--- config.mk ---
export PLATFORM = sky130hd
export DESIGN_NAME = transmit_flat
export DESIGN_NICKNAME = d
export VERILOG_FILES = /design/src/rtl/transmit_if.sv /design/src/rtl/transmit.sv /design/src/flat_wrapper.sv
export SDC_FILE = /design/constraint.sdc
export NUM_CORES = 1
export LEC_CHECK = 0
export BUFFER_PORTS_ARGS = -buffer_cell sky130_fd_sc_hd__buf_2
export CORE_ASPECT_RATIO = 1.1
export CORE_UTILIZATION = 35
export CTS_BUF_LIST = sky130_fd_sc_hd__clkbuf_4 sky130_fd_sc_hd__clkbuf_8
export DETAILED_ROUTE_END_ITERATION = 12
export GPL_TIMING_DRIVEN = 0
export PLACE_DENSITY = 0.58
export SLEW_MARGIN = 15
export SYNTH_ARGS = -nofsm -noshare
export SYNTH_HDL_FRONTEND = slang
export SYNTH_SLANG_ARGS = --single-unit
--- constraint.sdc ---
create_clock -name Clk -period 4.27 [get_ports Clk]
set_clock_uncertainty 0.15 [all_clocks]
set_input_delay 0.2135 -clock Clk [delete_from_list [all_inputs] [get_ports Clk]]
set_output_delay 0.2135 -clock Clk [all_outputs]
set_load 0.01 [all_outputs]
--- src/rtl/transmit_if.sv ---
// transmit_if: byte-load handshake and serial frame outputs of the transmitter
// master drives DataIn/Load and observes Ready/StartOp/SerData/Busy; slave is the transmitter side
interface transmit_if;
  logic [7:0] DataIn;
  logic       Load;
  logic       Ready;
  logic       StartOp;
  logic       SerData;
  logic       Busy;
  modport master (output DataIn, Load, input Ready, StartOp, SerData, Busy);
  modport slave (input DataIn, Load, output Ready, StartOp, SerData, Busy);
endinterface

--- src/rtl/transmit.sv ---
// transmit: serial frame transmitter (START strobe, SYNC low, 8 data bits LSB first, STOP high)
// Ports: Clk, Reset (synchronous, active-high); tx (transmit_if.slave): DataIn/Load in, Ready/StartOp/SerData/Busy out
// Option: define TRANSMIT_BUFFER_EN to add a one-byte holding register for back-to-back frames
module transmit (
  input logic       Clk,
  input logic       Reset,
  transmit_if.slave tx
);
  typedef enum logic [3:0] {
    IDLE, START, SYNC, BIT_0, BIT_1, BIT_2, BIT_3, BIT_4, BIT_5, BIT_6, BIT_7, STOP
  } state_t;
  state_t     state_q, state_d;
  logic [7:0] shift_q, shift_d;
  logic [2:0] bit_idx;
  logic       accept;
`ifdef TRANSMIT_BUFFER_EN
  logic [7:0] hold_q, hold_d;
  logic       full_q, full_d;
  assign tx.Ready = !full_q;
`else
  assign tx.Ready = state_q == IDLE;
`endif
  assign accept     = tx.Load && tx.Ready;
  // data states are contiguous, so the bit number is the offset from BIT_0
  assign bit_idx    = 3'(4'(state_q) - 4'(BIT_0));
  assign tx.Busy    = state_q != IDLE;
  assign tx.StartOp = state_q == START;
  assign tx.SerData = state_q == SYNC ? 1'b0 :
                      (state_q >= BIT_0 && state_q <= BIT_7) ? shift_q[bit_idx] : 1'b1;
  always_comb begin
    state_d = state_q;
    shift_d = shift_q;
`ifdef TRANSMIT_BUFFER_EN
    hold_d  = hold_q;
    full_d  = full_q;
`endif
    case (state_q)
      IDLE: begin
        if (accept) begin
          state_d = START;
          shift_d = tx.DataIn;
        end
      end
      STOP: begin
        state_d = IDLE;
`ifdef TRANSMIT_BUFFER_EN
        // a full holding reg cannot coincide with an accept, since Ready = !full
        if (full_q) begin
          state_d = START;
          shift_d = hold_q;
          full_d  = 1'b0;
        end else if (accept) begin
          state_d = START;
          shift_d = tx.DataIn;
        end
`endif
      end
      default: begin
        state_d = state_t'(4'(state_q) + 4'd1);
`ifdef TRANSMIT_BUFFER_EN
        if (accept) begin
          hold_d = tx.DataIn;
          full_d = 1'b1;
        end
`endif
      end
    endcase
  end
  always_ff @(posedge Clk) begin
    if (Reset) begin
      state_q <= IDLE;
      shift_q <= '0;
`ifdef TRANSMIT_BUFFER_EN
      hold_q  <= '0;
      full_q  <= 1'b0;
`endif
    end else begin
      state_q <= state_d;
      shift_q <= shift_d;
`ifdef TRANSMIT_BUFFER_EN
      hold_q  <= hold_d;
      full_q  <= full_d;
`endif
    end
  end
endmodule

--- src/flat_wrapper.sv ---
// flat-port wrapper written by rule: the top's interface ports become plain ports
module transmit_flat 
  (Clk, Reset, tx_DataIn, tx_Load, tx_Ready, tx_StartOp, tx_SerData, tx_Busy);
  transmit_if tx_i ();
  input logic Clk;
  input logic Reset;
  input wire logic [$bits(tx_i.DataIn)-1:0] tx_DataIn;
  input wire logic [$bits(tx_i.Load)-1:0] tx_Load;
  output wire logic [$bits(tx_i.Ready)-1:0] tx_Ready;
  output wire logic [$bits(tx_i.StartOp)-1:0] tx_StartOp;
  output wire logic [$bits(tx_i.SerData)-1:0] tx_SerData;
  output wire logic [$bits(tx_i.Busy)-1:0] tx_Busy;
  assign tx_i.DataIn = tx_DataIn;
  assign tx_i.Load = tx_Load;
  assign tx_Ready = tx_i.Ready;
  assign tx_StartOp = tx_i.StartOp;
  assign tx_SerData = tx_i.SerData;
  assign tx_Busy = tx_i.Busy;
  transmit u_core (.Clk(Clk), .Reset(Reset), .tx(tx_i));
endmodule
Yosys cells after proc, flatten, opt, wreduce, memory -nomap -nowiden:

Cells that the tools add are included.

* register bits: 12
* latch bits: 0
* bits in writable memories: 0
* memory bits (read-only): 0
* output and inout bits: 4
* bits of input ports: 11
* memories kept: 0
* logic and storage cells: 22

* $mul: 0
* magnitude comparators: 3
* $add $sub $neg: 2
* equal/unequal tests: 4
* shift operators: 0
* divide/modulo/power cells: 0
* reduce and logical (&&, ||, !) cells: 5
* muxes and demuxes: 6
* bitwise gates (word level): 0

Operators with widths (number)
* $pmux W4 S2: 1
* $add A4 B1 Y4 const B: 1
* $eq A4 B1 Y1 const B: 1
* $eq A4 B2 Y1 const B: 1
* $eq A4 B4 Y1 const B: 1
* $ge A4 B2 Y1 const B: 1
* $le A4 B4 Y1 const B: 1
* $logic_not A4 Y1: 1
* $lt A3 B4 Y1 const B: 1
* $mux W4: 1
* $reduce_bool A4 Y1: 1
* $bmux W1 S3: 1
* $mux W1: 3
* $sub A3 B2 Y3 const B: 1
* $logic_and A1 B1 Y1: 2
* $ne A2 B2 Y1 const B: 1
* $reduce_and A2 Y1: 1

Logic depth before layout (Yosys ltp):

Gate-level depths: netlist of the first run.

* depth in word-level cells: 5
* mapped depth: 7
* gate-level depth less buffers: 6

Least setup slack after synthesis of the first run:

Ideal clock, no wire load.

* path type: reg-to-output
* start point: register u_core.state_q[0]
* end point: output port tx_SerData
* setup slack: 2232 ps
* path buffers: 1
* required time: 3907 ps
* stages on the path, launching flop included: 7
* arrival time: 1674 ps
* path through: dfxtp_1 -> buf_6 -> inv_1 -> ha_1 -> mux4_1 -> mux2i_1 -> o311ai_1

* cells in the longest elaborated chain, start to end: 5

RTL lines
* start, declared: RTL line transmit.sv:12 `state_t state_q, state_d;`
* start signal, assigned: RTL line transmit.sv:78 `state_q <= state_d;`
* $sub A3 B2 Y3: RTL line transmit.sv:25 `assign bit_idx = 3'(4'(state_q) - 4'(BIT_0));`
* $bmux W1 S3: RTL line transmit.sv:29 `(state_q >= BIT_0 && state_q <= BIT_7) ? shift_q[bit_idx] : 1'b1;`
* $mux W1 (not written as such): RTL line transmit.sv:29
* $mux W1: RTL line transmit.sv:29
* $mux W1 *: RTL line transmit.sv:28 `assign tx.SerData = state_q == SYNC ? 1'b0 :`
* end, declared: RTL line flat_wrapper.sv:11 `output wire logic [$bits(tx_i.SerData)-1:0] tx_SerData;`

Every way passes the cells marked *; elsewhere a longest branch is shown, timed or not. The select of a mux whose other input is x is not followed.

Worst setup path after layout of the first run:

Same ends and word-level chain as after synthesis.

==> results of run 1 <==
[per-layer routing]
metal	global-route usage, %	up-vias	part of all wire, %
met5	0	-	0
met2	25.37	10	48
met4	9.375	0	1.2
li1	-	272	-
met1	16.86	247	47
met3	3.396	2	3.3
[power by group]
group / total (mW) / internal [mW] / switching, mW / leakage (nW)
sequential: 0.127 / 0.121 / 0.00560 / 0.0983
combinational: 0.0818 / 0.0406 / 0.0412 / 0.246
clock: 0.0895 / 0.0518 / 0.0377 / 0.0210
total: 0.298 / 0.213 / 0.0845 / 0.365
[worst paths after layout]
path | depth (start not counted) | startpoint | end
max | 7 | u_core.state_q[0] | tx_SerData
min | 3 | tx_DataIn[3] | u_core.shift_q[3]
max reg2reg | 7 | u_core.state_q[0] | u_core.shift_q[7]
min reg2reg | 2 | u_core.shift_q[3] | u_core.shift_q[3]
[cell families (layout without fill, tap and decap cells)]
kind of cell             Yosys count  in the layout  share of synthesized area, %
AO/OA/AOI/OAI                      9              9                         9.774
XOR/XNOR                           2              2                         2.632
adder cells (fa/ha/maj)            4              4                         7.519
buffers and inverters             11             29                         7.893
flip-flops                        12             12                         36.09
multiplexers                      12             12                         22.37
AND/OR/NAND/NOR                   20             20                         13.72
[critical path, cell delays in order (launching register included)]
cell      delay (ns)
dfxtp_1         0.37
buf_6           0.15
inv_1           0.06
ha_1            0.34
mux4_1          0.61
mux2i_1         0.17
o311ai_1        0.09
buf_2           0.15
[sequential cells by signal (all words and copies together), names as in the netlist]
| register | flops |
|---|---|
| u_core.shift_q | 8 |
| u_core.state_q | 4 |
[cells in the final DEF (no fill, tap or decap)]
master    instances
dfxtp_1          12
o22ai_2           1
clkbuf_8          1
mux4_1            1
o21a_1            1
o32ai_1           1
nand2_1           1
clkbuf_4          3
nand2b_1          1
ha_1              4
and2_1            1
a21oi_1           3
buf_6             1
nor2_1           12
and3_1            1
o21ai_0           1
buf_2            17
nor2b_1           1
xor2_1            1
inv_1             6
or4_1             1
clkbuf_1          1
o21bai_1          1
nand3_1           2
mux2i_1          10
o311ai_1          1
mux4_2            1
xnor2_1           1
[final cells by class]
class                   count  area (µm²)
flip-flops and latches     12       240.2
repair buffers             14       70.07
well taps                  18       22.52
clock buffers               4       36.28
multi-input cells          47       372.9
plain buffers               5       30.03
fillers                   184       987.2
inverters                   6       22.52
==> out/summary.txt, run 1 <==
===============================================================================================
Run status                                                                         finished, violations left
Violations in the final reports                                                             DRC
CP max FO                                                                                     7
Critical path data arrival time                                                         2.20 ns
Number of global-route vias before repair                                                   497
Mean area per synthesized cell                                                        9.509 µm²
Number of warning messages in the yosys log                                                   0
Slew Viols, Final                                                                             0
Final hold viol count                                                                         0
DRC Markers                                                                                   1
Worst hold slack                                                                     0.02373 ns
Clock input transition at the sequential cells of the worst setup and hold paths        0.07 ns
Wire length of the first global-routing pass                                            2166 µm
Hold buffer count at cts                                                                      0
Instance count after placement with tap cells included                                      102
CTS sink cnt                                                                                 12
Placement-stage cell area                                                             758.2 µm²
Area growth syn-to-layout                                                                19.36%
Number of placed I/O pins                                                                    15
First-pass iteration count of the detailed router                                             7
Max IR drop VDD                                                                       0.1946 mV
Top cell type by total area after synthesis                                             dfxtp_1
Final worst setup slack                                                                1.707 ns
Number of non-filler instances in the completed layout                                      106
Final setup violation count                                                                   0
Post-route clock period utilization                                                      60.03%
Fin nets                                                                                    104
Detailed Route WL                                                                       1212 µm
Vertical die dimension                                                                 47.74 µm
Sequential fraction of the synthesis area                                                36.09%
Shortest period the worst path allows                                                  2.563 ns
Buffers inserted by post-CTS timing repair                                                    0
All-Layer GR Usage                                                                       14.76%
Site Rows                                                                                    16
Slew headroom                                                                            69.71%
Total standard cell area after synthesis                                              665.6 µm²
Number of vias in the routed layout                                                         531
Via-per-instance ratio                                                                    5.009
Core Region                                                                            1782 µm²
Antenna Diode Count                                                                           0
DR WL/cell                                                                             11.43 µm
Power Dens Cells                                                                   375.0 nW/µm²
Fraction of layout instances using a drive strength above 1                              27.27%
Post-synthesis register bit count                                                            12
Setup repair after global routing missed its margin                                          no
Endpoint required time on the critical path                                             3.91 ns
Number of violations reported at the end of detailed-routing iteration 0                      6
Effective utilization at floorplan                                                       37.36%
TritonCTS clock tree                                                                       done
Setup TNS                                                                                  0 ns
Final GP Congestion                                                                      0.7837
Post-Synthesis Cells                                                                         70
Number of nets in the synthesized netlist                                                    85
Initial antenna violation count                                                               0
Max frequency                                                                        0.3901 GHz
Static leakage                                                                        0.3654 nW
Worst-case register-to-register setup slack                                             2.58 ns
Clk Latency, worst-skew pair                                                            0.27 ns
Startpoint Class                                                                      flip-flop
Hold crit path type                                                                      in2reg
Clk Tree Root Cell                                                                     clkbuf_4
Pre-CTS setup slack                                                                    1.974 ns
Number of enable flip-flop cells after synthesis                                              0
End-of-flow core utilization                                                             44.59%
Port Buffers                                                                                 14
Number of unique standard cell types used by synthesis                                       26
Count of maximum capacitance violations                                                       0
Area of the die                                                                        2081 µm²
Grt ovf                                                                                       0
Most used standard cells in the synthesized netlist                                dfxtp_1, nor2_1, mux2i_1
Final cell area excluding filler cells                                                794.5 µm²
Clock buffers created by TritonCTS                                                            3
Sort of element at the end of the critical path                                    primary output
Dominant register cell in the synthesized netlist                                       dfxtp_1
Critical path start-end classification                                                  reg2out
Estimated wirelength of the detail-placed design                                       924.7 µm
Async set-or-reset flop fraction in the synthesized netlist                                  0%
Quantity of gates resized following cts                                                       0
Final total power                                                                      298.0 µW
Pin count of the biggest net entering global routing                                         11
Top cells by area, synth                                                           dfxtp_1, mux2i_1, ha_1, nor2_1, mux4_1
H-tree depth                                                                                  1
Share of Yosys cell area claimed by the top area cell type                               36.09%
Clock tree buffer depth                                                                       2
Measured slew at the worst slew-check pin                                             0.4544 ns
Horizontal extent of the die                                                           43.58 µm
Final antenna-violating net count                                                             0
===============================================================================================
(Power assumes the default switching activity.)
==> inputs of run 2 (changes only) <==
--- a/config.mk
+++ b/config.mk
@@ -11,7 +11,7 @@
 export CTS_BUF_LIST = sky130_fd_sc_hd__clkbuf_4 sky130_fd_sc_hd__clkbuf_8
 export DETAILED_ROUTE_END_ITERATION = 12
 export GPL_TIMING_DRIVEN = 0
-export PLACE_DENSITY = 0.58
+export PLACE_DENSITY = 0.6
 export SLEW_MARGIN = 15
 export SYNTH_ARGS = -nofsm -noshare
 export SYNTH_HDL_FRONTEND = slang
==> constraint.sdc (replaced) <==
create_clock -name Clk -period 2.2 [get_ports Clk]
set_clock_uncertainty 0.15 [all_clocks]
set_input_delay 0.11 -clock Clk [delete_from_list [all_inputs] [get_ports Clk]]
set_output_delay 0.11 -clock Clk [all_outputs]
set_load 0.01 [all_outputs]
==> run 2 against run 1 <==
  * The flow still finishes with violations (DRC)
  * Register-to-register slack worse by 2.0 ns
  * First-iteration DRC count up 17%
  * Combinational power is 140% higher
  * Sequential share of layout area shrank 3.9 points
  * Utilization increased by 7.6 points
  * Hold slack gained 0.32 ns
  * Via count grew 9.8%
  * Critical path type unchanged
==> out/summary.txt, run 2 (synthesis results as in run 1) <==
===============================================================================================
Run status                                                                         finished, violations left
Violations in the final reports                                                             DRC
Number of vias in the routed layout                                                         583
Combinational share of power                                                              31.5%
Area growth syn-to-layout                                                                39.66%
DR WL/cell                                                                             11.17 µm
Switch Pwr                                                                             175.1 µW
Horizontal extent of the die                                                           43.58 µm
Shortest period the worst path allows                                                  2.149 ns
TritonCTS clock tree                                                                       done
Endpoint required time on the critical path                                             1.94 ns
Max IR drop VDD                                                                       0.3795 mV
CP max stage delay                                                                      0.52 ns
Grt ovf                                                                                       0
Clock power share                                                                         28.2%
Critical-path top delay cell                                                             mux4_2
CP max FO                                                                                     3
GR Util met3                                                                             1.132%
Most frequent standard cell in the layout excluding fill and tap cells                    buf_2
Area of the die                                                                        2081 µm²
Estimated wirelength of the detail-placed design                                       954.4 µm
Number of stages on the worst setup path                                                      6
Measured slew at the worst slew-check pin                                             0.4205 ns
Leading cell types in the layout, fill and taps excluded                           buf_2, nor2_1, mux2i_1, dlygate4sd3_1, dfxtp_1
Vertical die dimension                                                                 47.74 µm
Pre-CTS setup slack                                                                  0.01372 ns
CTS sink cnt                                                                                 12
Max FFs per register                                                                          8
Final hold viol count                                                                         0
All-Layer GR Usage                                                                       14.31%
Number of cells on the worst reg-to-reg path                                                  6
Slew Viols, Final                                                                             0
Core Region                                                                            1782 µm²
Number of placed I/O pins                                                                    15
Internal power summed over all cells                                                   443.2 µW
Sort of element at the end of the critical path                                    primary output
Clock tree buffer depth                                                                       2
Critical path, cell by cell                                                        inv_2, ha_4, mux4_2, mux2i_1, o311ai_1, buf_2
Clk Latency, worst-skew pair                                                            0.27 ns
Depth of the worst hold-timing path                                                           2
Number of violations reported at the end of detailed-routing iteration 0                      7
First-pass iteration count of the detailed router                                             7
Global routing's busiest layer                                                             met2
Final worst setup slack                                                              0.05133 ns
Detailed Route WL                                                                       1329 µm
Clock buffers created by TritonCTS                                                            3
Setup repair after global routing missed its margin                                         yes
Initial antenna violation count                                                               0
Pin count of the biggest net entering global routing                                         11
Startpoint Class                                                                      flip-flop
Met1 Track Usage GR                                                                      17.16%
Static leakage                                                                        0.4156 nW
Power Dens Cells                                                                   665.1 nW/µm²
Effective utilization at floorplan                                                       37.36%
Port Buffers                                                                                 14
Worst Path Buf+Inv                                                                            2
Site Rows                                                                                    16
Via-per-instance ratio                                                                    4.899
Fin nets                                                                                    117
Met2 track demand over resource in global routing                                        25.97%
Clock input transition at the sequential cells of the worst setup and hold paths        0.08 ns
Hold crit path type                                                                     reg2reg
Critical path data arrival time                                                         1.89 ns
Placement-stage cell area                                                             758.2 µm²
Max frequency                                                                        0.4654 GHz
Slew headroom                                                                            71.97%
Largest registers                                                                  u_core.shift_q (8), u_core.state_q (4)
Count of maximum capacitance violations                                                       0
Sequential share of power                                                                 40.3%
Final antenna-violating net count                                                             0
Critical path start-end classification                                                  reg2out
Post-route clock period utilization                                                      97.67%
Final total power                                                                      618.3 µW
Final cell area excluding filler cells                                                929.6 µm²
Kind of cell adding the most delay to the critical path                            multiplexers
DRC Markers                                                                                   2
H-tree depth                                                                                  1
Fraction of layout instances using a drive strength above 1                              32.67%
Antenna Diode Count                                                                           0
Final setup violation count                                                                   0
Final GP Congestion                                                                      0.7777
Wire length of the first global-routing pass                                            2187 µm
Clk Tree Root Cell                                                                     clkbuf_4
Number of fillers in the final layout                                                       171
Switching Share                                                                          28.32%
Number of global-route vias before repair                                                   516
Register bank with the most flops                                                  u_core.shift_q
===============================================================================================
## run 2: changes by cell type in the layout (fill, tap and decap cells not counted), moves of 2 or more
cell,delta
dlygate4sd3_1,+10
buf_4,+4
dfxtp_1,-2
inv_1,-2
## run 2: worst paths after layout
check	startpoint	endpoint	slack (ns)
hold reg to reg	u_core.shift_q[3]	u_core.shift_q[3]	0.35
hold / removal	u_core.shift_q[3]	u_core.shift_q[3]	0.35
setup / recovery	u_core.state_q[0]	tx_SerData	0.05
setup reg to reg	u_core.state_q[3]	u_core.shift_q[4]	0.60
## run 2: through the flow
stage	cells	hold WS [ns]	util [%]	setup TNS, ns
2_1_floorplan	70	0.1068	-	0
3_3_place_gp	102	0.1949	42.56	0
3_5_place_dp	102	0.2066	42.56	0
4_1_cts	119	0.3496	52.11	0
5_1_grt	119	0.3792	52.18	-0.03309
6_report	119	0.3467	52.18	0
## run 2: repair_timing
action                                  in CTS  in global routing
hold endpoints to repair                    10                  0
setup buffers                                3                  1
endpoints found under the setup margin       1                  1
pin swaps                                    1                  2
cloned                                       0                  0
hold buffers                                10                  0
gates resized for setup                      6                  2
## run 2: final cells by class
cell class,instances,area [µm²],area share [%]
plain buffers,4,18.77,2.019
repair buffers,28,200.2,21.53
clock buffers,4,36.28,3.903
inverters,6,25.02,2.692
well taps,18,22.52,2.423
flip-flops and latches,12,245.2,26.38
multi-input cells,47,381.6,41.05
## run 2: per-layer routing
layer	share of wire, %	routed length, µm
met1	46	606
met2	51	679
met3	2.2	29
met4	0.98	13
met5	0	0
## run 2: power by group through the flow
stage	logic (mW)	clock network (mW)	registers, mW
2_1_floorplan	0.119	0	0.248
3_3_place_gp	0.156	0	0.251
3_5_place_dp	0.161	0	0.251
4_1_cts	0.199	0.178	0.247
5_1_grt	0.214	0.184	0.252
6_report	0.195	0.174	0.249
## run 2: worst register-to-register path: cells and delay by family (launching register included)
family | cells | cell delay, ns
flip-flops | 1 | 0.30
buffers and inverters | 2 | 0.41
multiplexers | 1 | 0.22
AND/OR/NAND/NOR | 3 | 0.41
==> inputs of run 3 (changes only) <==
--- a/config.mk
+++ b/config.mk
@@ -6,12 +6,14 @@
 export NUM_CORES = 1
 export LEC_CHECK = 0
 export BUFFER_PORTS_ARGS = -buffer_cell sky130_fd_sc_hd__buf_2
+export CELL_PAD_IN_SITES_DETAIL_PLACEMENT = 0
+export CELL_PAD_IN_SITES_GLOBAL_PLACEMENT = 2
 export CORE_ASPECT_RATIO = 1.1
-export CORE_UTILIZATION = 35
+export CORE_UTILIZATION = 29
 export CTS_BUF_LIST = sky130_fd_sc_hd__clkbuf_4 sky130_fd_sc_hd__clkbuf_8
 export DETAILED_ROUTE_END_ITERATION = 12
 export GPL_TIMING_DRIVEN = 0
-export PLACE_DENSITY = 0.6
+export PLACE_DENSITY = 0.76
 export SLEW_MARGIN = 15
 export SYNTH_ARGS = -nofsm -noshare
 export SYNTH_HDL_FRONTEND = slang
==> run 3 against run 2 <==
  * The run now ends clean
  * Sequential cell count is the same
  * Sequential power is essentially flat
  * Register-to-register slack is essentially flat
  * Maximum frequency grew 0.50%
  * Via count grew 1.0%
  * Design area grew 2.7%
  * Global-route usage shrank 0.64 points
  * Wire length grew 2.9%
  * Die area grew 20%
  * Final cell count grew 9.2%
  * First-iteration DRC count grew to 2.9 times the previous value
==> out/summary.txt, run 3 (synthesis results as in run 1) <==
===============================================================================================
Endpoint of the worst-slack reg-to-reg timing path                                 u_core.shift_q[7]
Number of vias in the routed layout                                                         589
Post-route clock period utilization                                                      97.18%
Critical path destination                                                            tx_SerData
Initial antenna violation count                                                               0
Site Rows                                                                                    17
First element of the critical path                                                 u_core.state_q[1]
Pin count of the biggest net entering global routing                                         11
Slew headroom                                                                            70.83%
CP max FO                                                                                     4
Largest registers                                                                  u_core.shift_q (8), u_core.state_q (4)
Area growth syn-to-layout                                                                43.42%
Max frequency                                                                        0.4677 GHz
Sort of element at the end of the critical path                                    primary output
Static leakage                                                                        0.4210 nW
Clock buffers created by TritonCTS                                                            3
Final GP Congestion                                                                      0.7419
Critical path start-end classification                                                  reg2out
Area of the die                                                                        2491 µm²
Fin nets                                                                                    118
Most frequent standard cell in the layout excluding fill and tap cells                    buf_2
CTS sink cnt                                                                                 12
Vertical die dimension                                                                 52.25 µm
Slew Viols, Final                                                                             0
Beginning of the worst register-to-register path                                   u_core.state_q[3]
Via-per-instance ratio                                                                    4.531
End-of-flow core utilization                                                             45.80%
Final setup violation count                                                                   0
TritonCTS clock tree                                                                       done
Measured slew at the worst slew-check pin                                             0.4375 ns
Startpoint Class                                                                      flip-flop
Horizontal extent of the die                                                           47.68 µm
Port Buffers                                                                                 14
Clock input transition at the sequential cells of the worst setup and hold paths        0.08 ns
Estimated wirelength of the detail-placed design                                       912.5 µm
Number of violations reported at the end of detailed-routing iteration 0                     20
Wire length of the first global-routing pass                                            2311 µm
Pre-CTS setup slack                                                                  0.03241 ns
Detailed Route WL                                                                       1367 µm
Final hold viol count                                                                         0
Final cell area excluding filler cells                                                954.7 µm²
Critical path data arrival time                                                         1.88 ns
DR WL/cell                                                                             10.52 µm
Power Dens Cells                                                                   653.5 nW/µm²
Effective utilization at floorplan                                                       31.93%
Max IR drop VDD                                                                       0.3802 mV
Final worst setup slack                                                              0.06196 ns
Clk Latency, worst-skew pair                                                            0.27 ns
Clk Tree Root Cell                                                                     clkbuf_4
Final antenna-violating net count                                                             0
Hold crit path type                                                                     reg2reg
DRC Markers                                                                                   0
Final total power                                                                      623.9 µW
Setup repair after global routing missed its margin                                         yes
Core Region                                                                            2085 µm²
Placement-stage cell area                                                             770.7 µm²
Number of placed I/O pins                                                                    15
Antenna Diode Count                                                                           0
All-Layer GR Usage                                                                       13.67%
Clock tree buffer depth                                                                       2
Number of cells on the worst reg-to-reg path                                                  6
Run status                                                                         finished clean
Critical-path top delay cell                                                             mux4_2
Grt ovf                                                                                       0
Leading cell types in the layout, fill and taps excluded                           buf_2, nor2_1, mux2i_1, dlygate4sd3_1, dfxtp_1
Number of global-route vias before repair                                                   536
Count of maximum capacitance violations                                                       0
Max FFs per register                                                                          8
Shortest period the worst path allows                                                  2.138 ns
Endpoint required time on the critical path                                             1.94 ns
Critical path, cell by cell                                                        inv_4, ha_4, mux4_2, mux2i_1, o311ai_1, buf_2
Register bank with the most flops                                                  u_core.shift_q
Worst-case register-to-register setup slack                                             0.60 ns
First-pass iteration count of the detailed router                                             2
CP max stage delay                                                                      0.52 ns
H-tree depth                                                                                  1
Fraction of layout instances using a drive strength above 1                              33.33%
===============================================================================================
run 3: cell count changes in the layout (fill, tap and decap cells not counted), sizes merged:
| cell | previous run | this run |
|---|---|---|
| buf | 21 | 22 |
run 3: where the power goes:
| group | internal (mW) | leakage [nW] | switching [mW] |
|---|---|---|---|
| clock | 0.101 | 0.0210 | 0.0754 |
| combinational | 0.110 | 0.301 | 0.0878 |
| sequential | 0.236 | 0.0994 | 0.0139 |
run 3: worst min-delay path by stage:
stage | from | end | slack, ns | cells past startpoint
2_1_floorplan | tx_DataIn[7] | u_core.shift_q[7] | 0.11 | 2
3_3_place_gp | tx_DataIn[0] | u_core.shift_q[0] | 0.19 | 3
3_5_place_dp | tx_DataIn[5] | u_core.shift_q[5] | 0.20 | 3
4_1_cts | u_core.shift_q[3] | u_core.shift_q[3] | 0.35 | 2
5_1_grt | u_core.shift_q[6] | u_core.shift_q[6] | 0.38 | 2
6_report | u_core.shift_q[3] | u_core.shift_q[3] | 0.34 | 2
run 3: through the flow:
step / std cells / hold WS [ns] / setup TNS [ns]
6_report: 130 / 0.3435 / 0
5_1_grt: 130 / 0.3822 / -0.02175
4_1_cts: 130 / 0.3494 / -0.02126
3_5_place_dp: 112 / 0.2025 / 0
3_3_place_gp: 112 / 0.1934 / 0
2_1_floorplan: 70 / 0.1068 / 0
run 3: cell type report:
class                   instances  area, µm²
plain buffers                   4      18.77
clock buffers                   4      36.28
fillers                       220       1130
inverters                       6      27.53
multi-input cells              47      381.6
flip-flops and latches         12      247.7
well taps                      28      35.03
repair buffers                 29      207.7
run 3: repair_timing:
| item | in CTS | in global routing |
|---|---|---|
| gates resized for setup | 7 | 3 |
| setup endpoints to repair | 1 | 1 |
| endpoints found under the hold margin | 10 | 0 |
| hold buffers | 10 | 0 |
| setup buffers | 4 | 1 |
| pin swaps | 2 | 2 |
run 3: layer usage:
metal	global-route usage [%]	wire (µm)	share of wire (%)
met5	0	0	0
met4	9.722	33	2.4
met3	3.103	35	2.6
met2	19.59	631	46
met1	17.41	667	49
run 3: worst max-delay path: cells and delay by family, from the launching register on:
| kind | cells | cell delay (ns) |
|---|---|---|
| compound gates | 1 | 0.09 |
| fa+ha+maj | 1 | 0.27 |
| buf+inv | 2 | 0.19 |
| flops | 1 | 0.38 |
| mux | 2 | 0.67 |
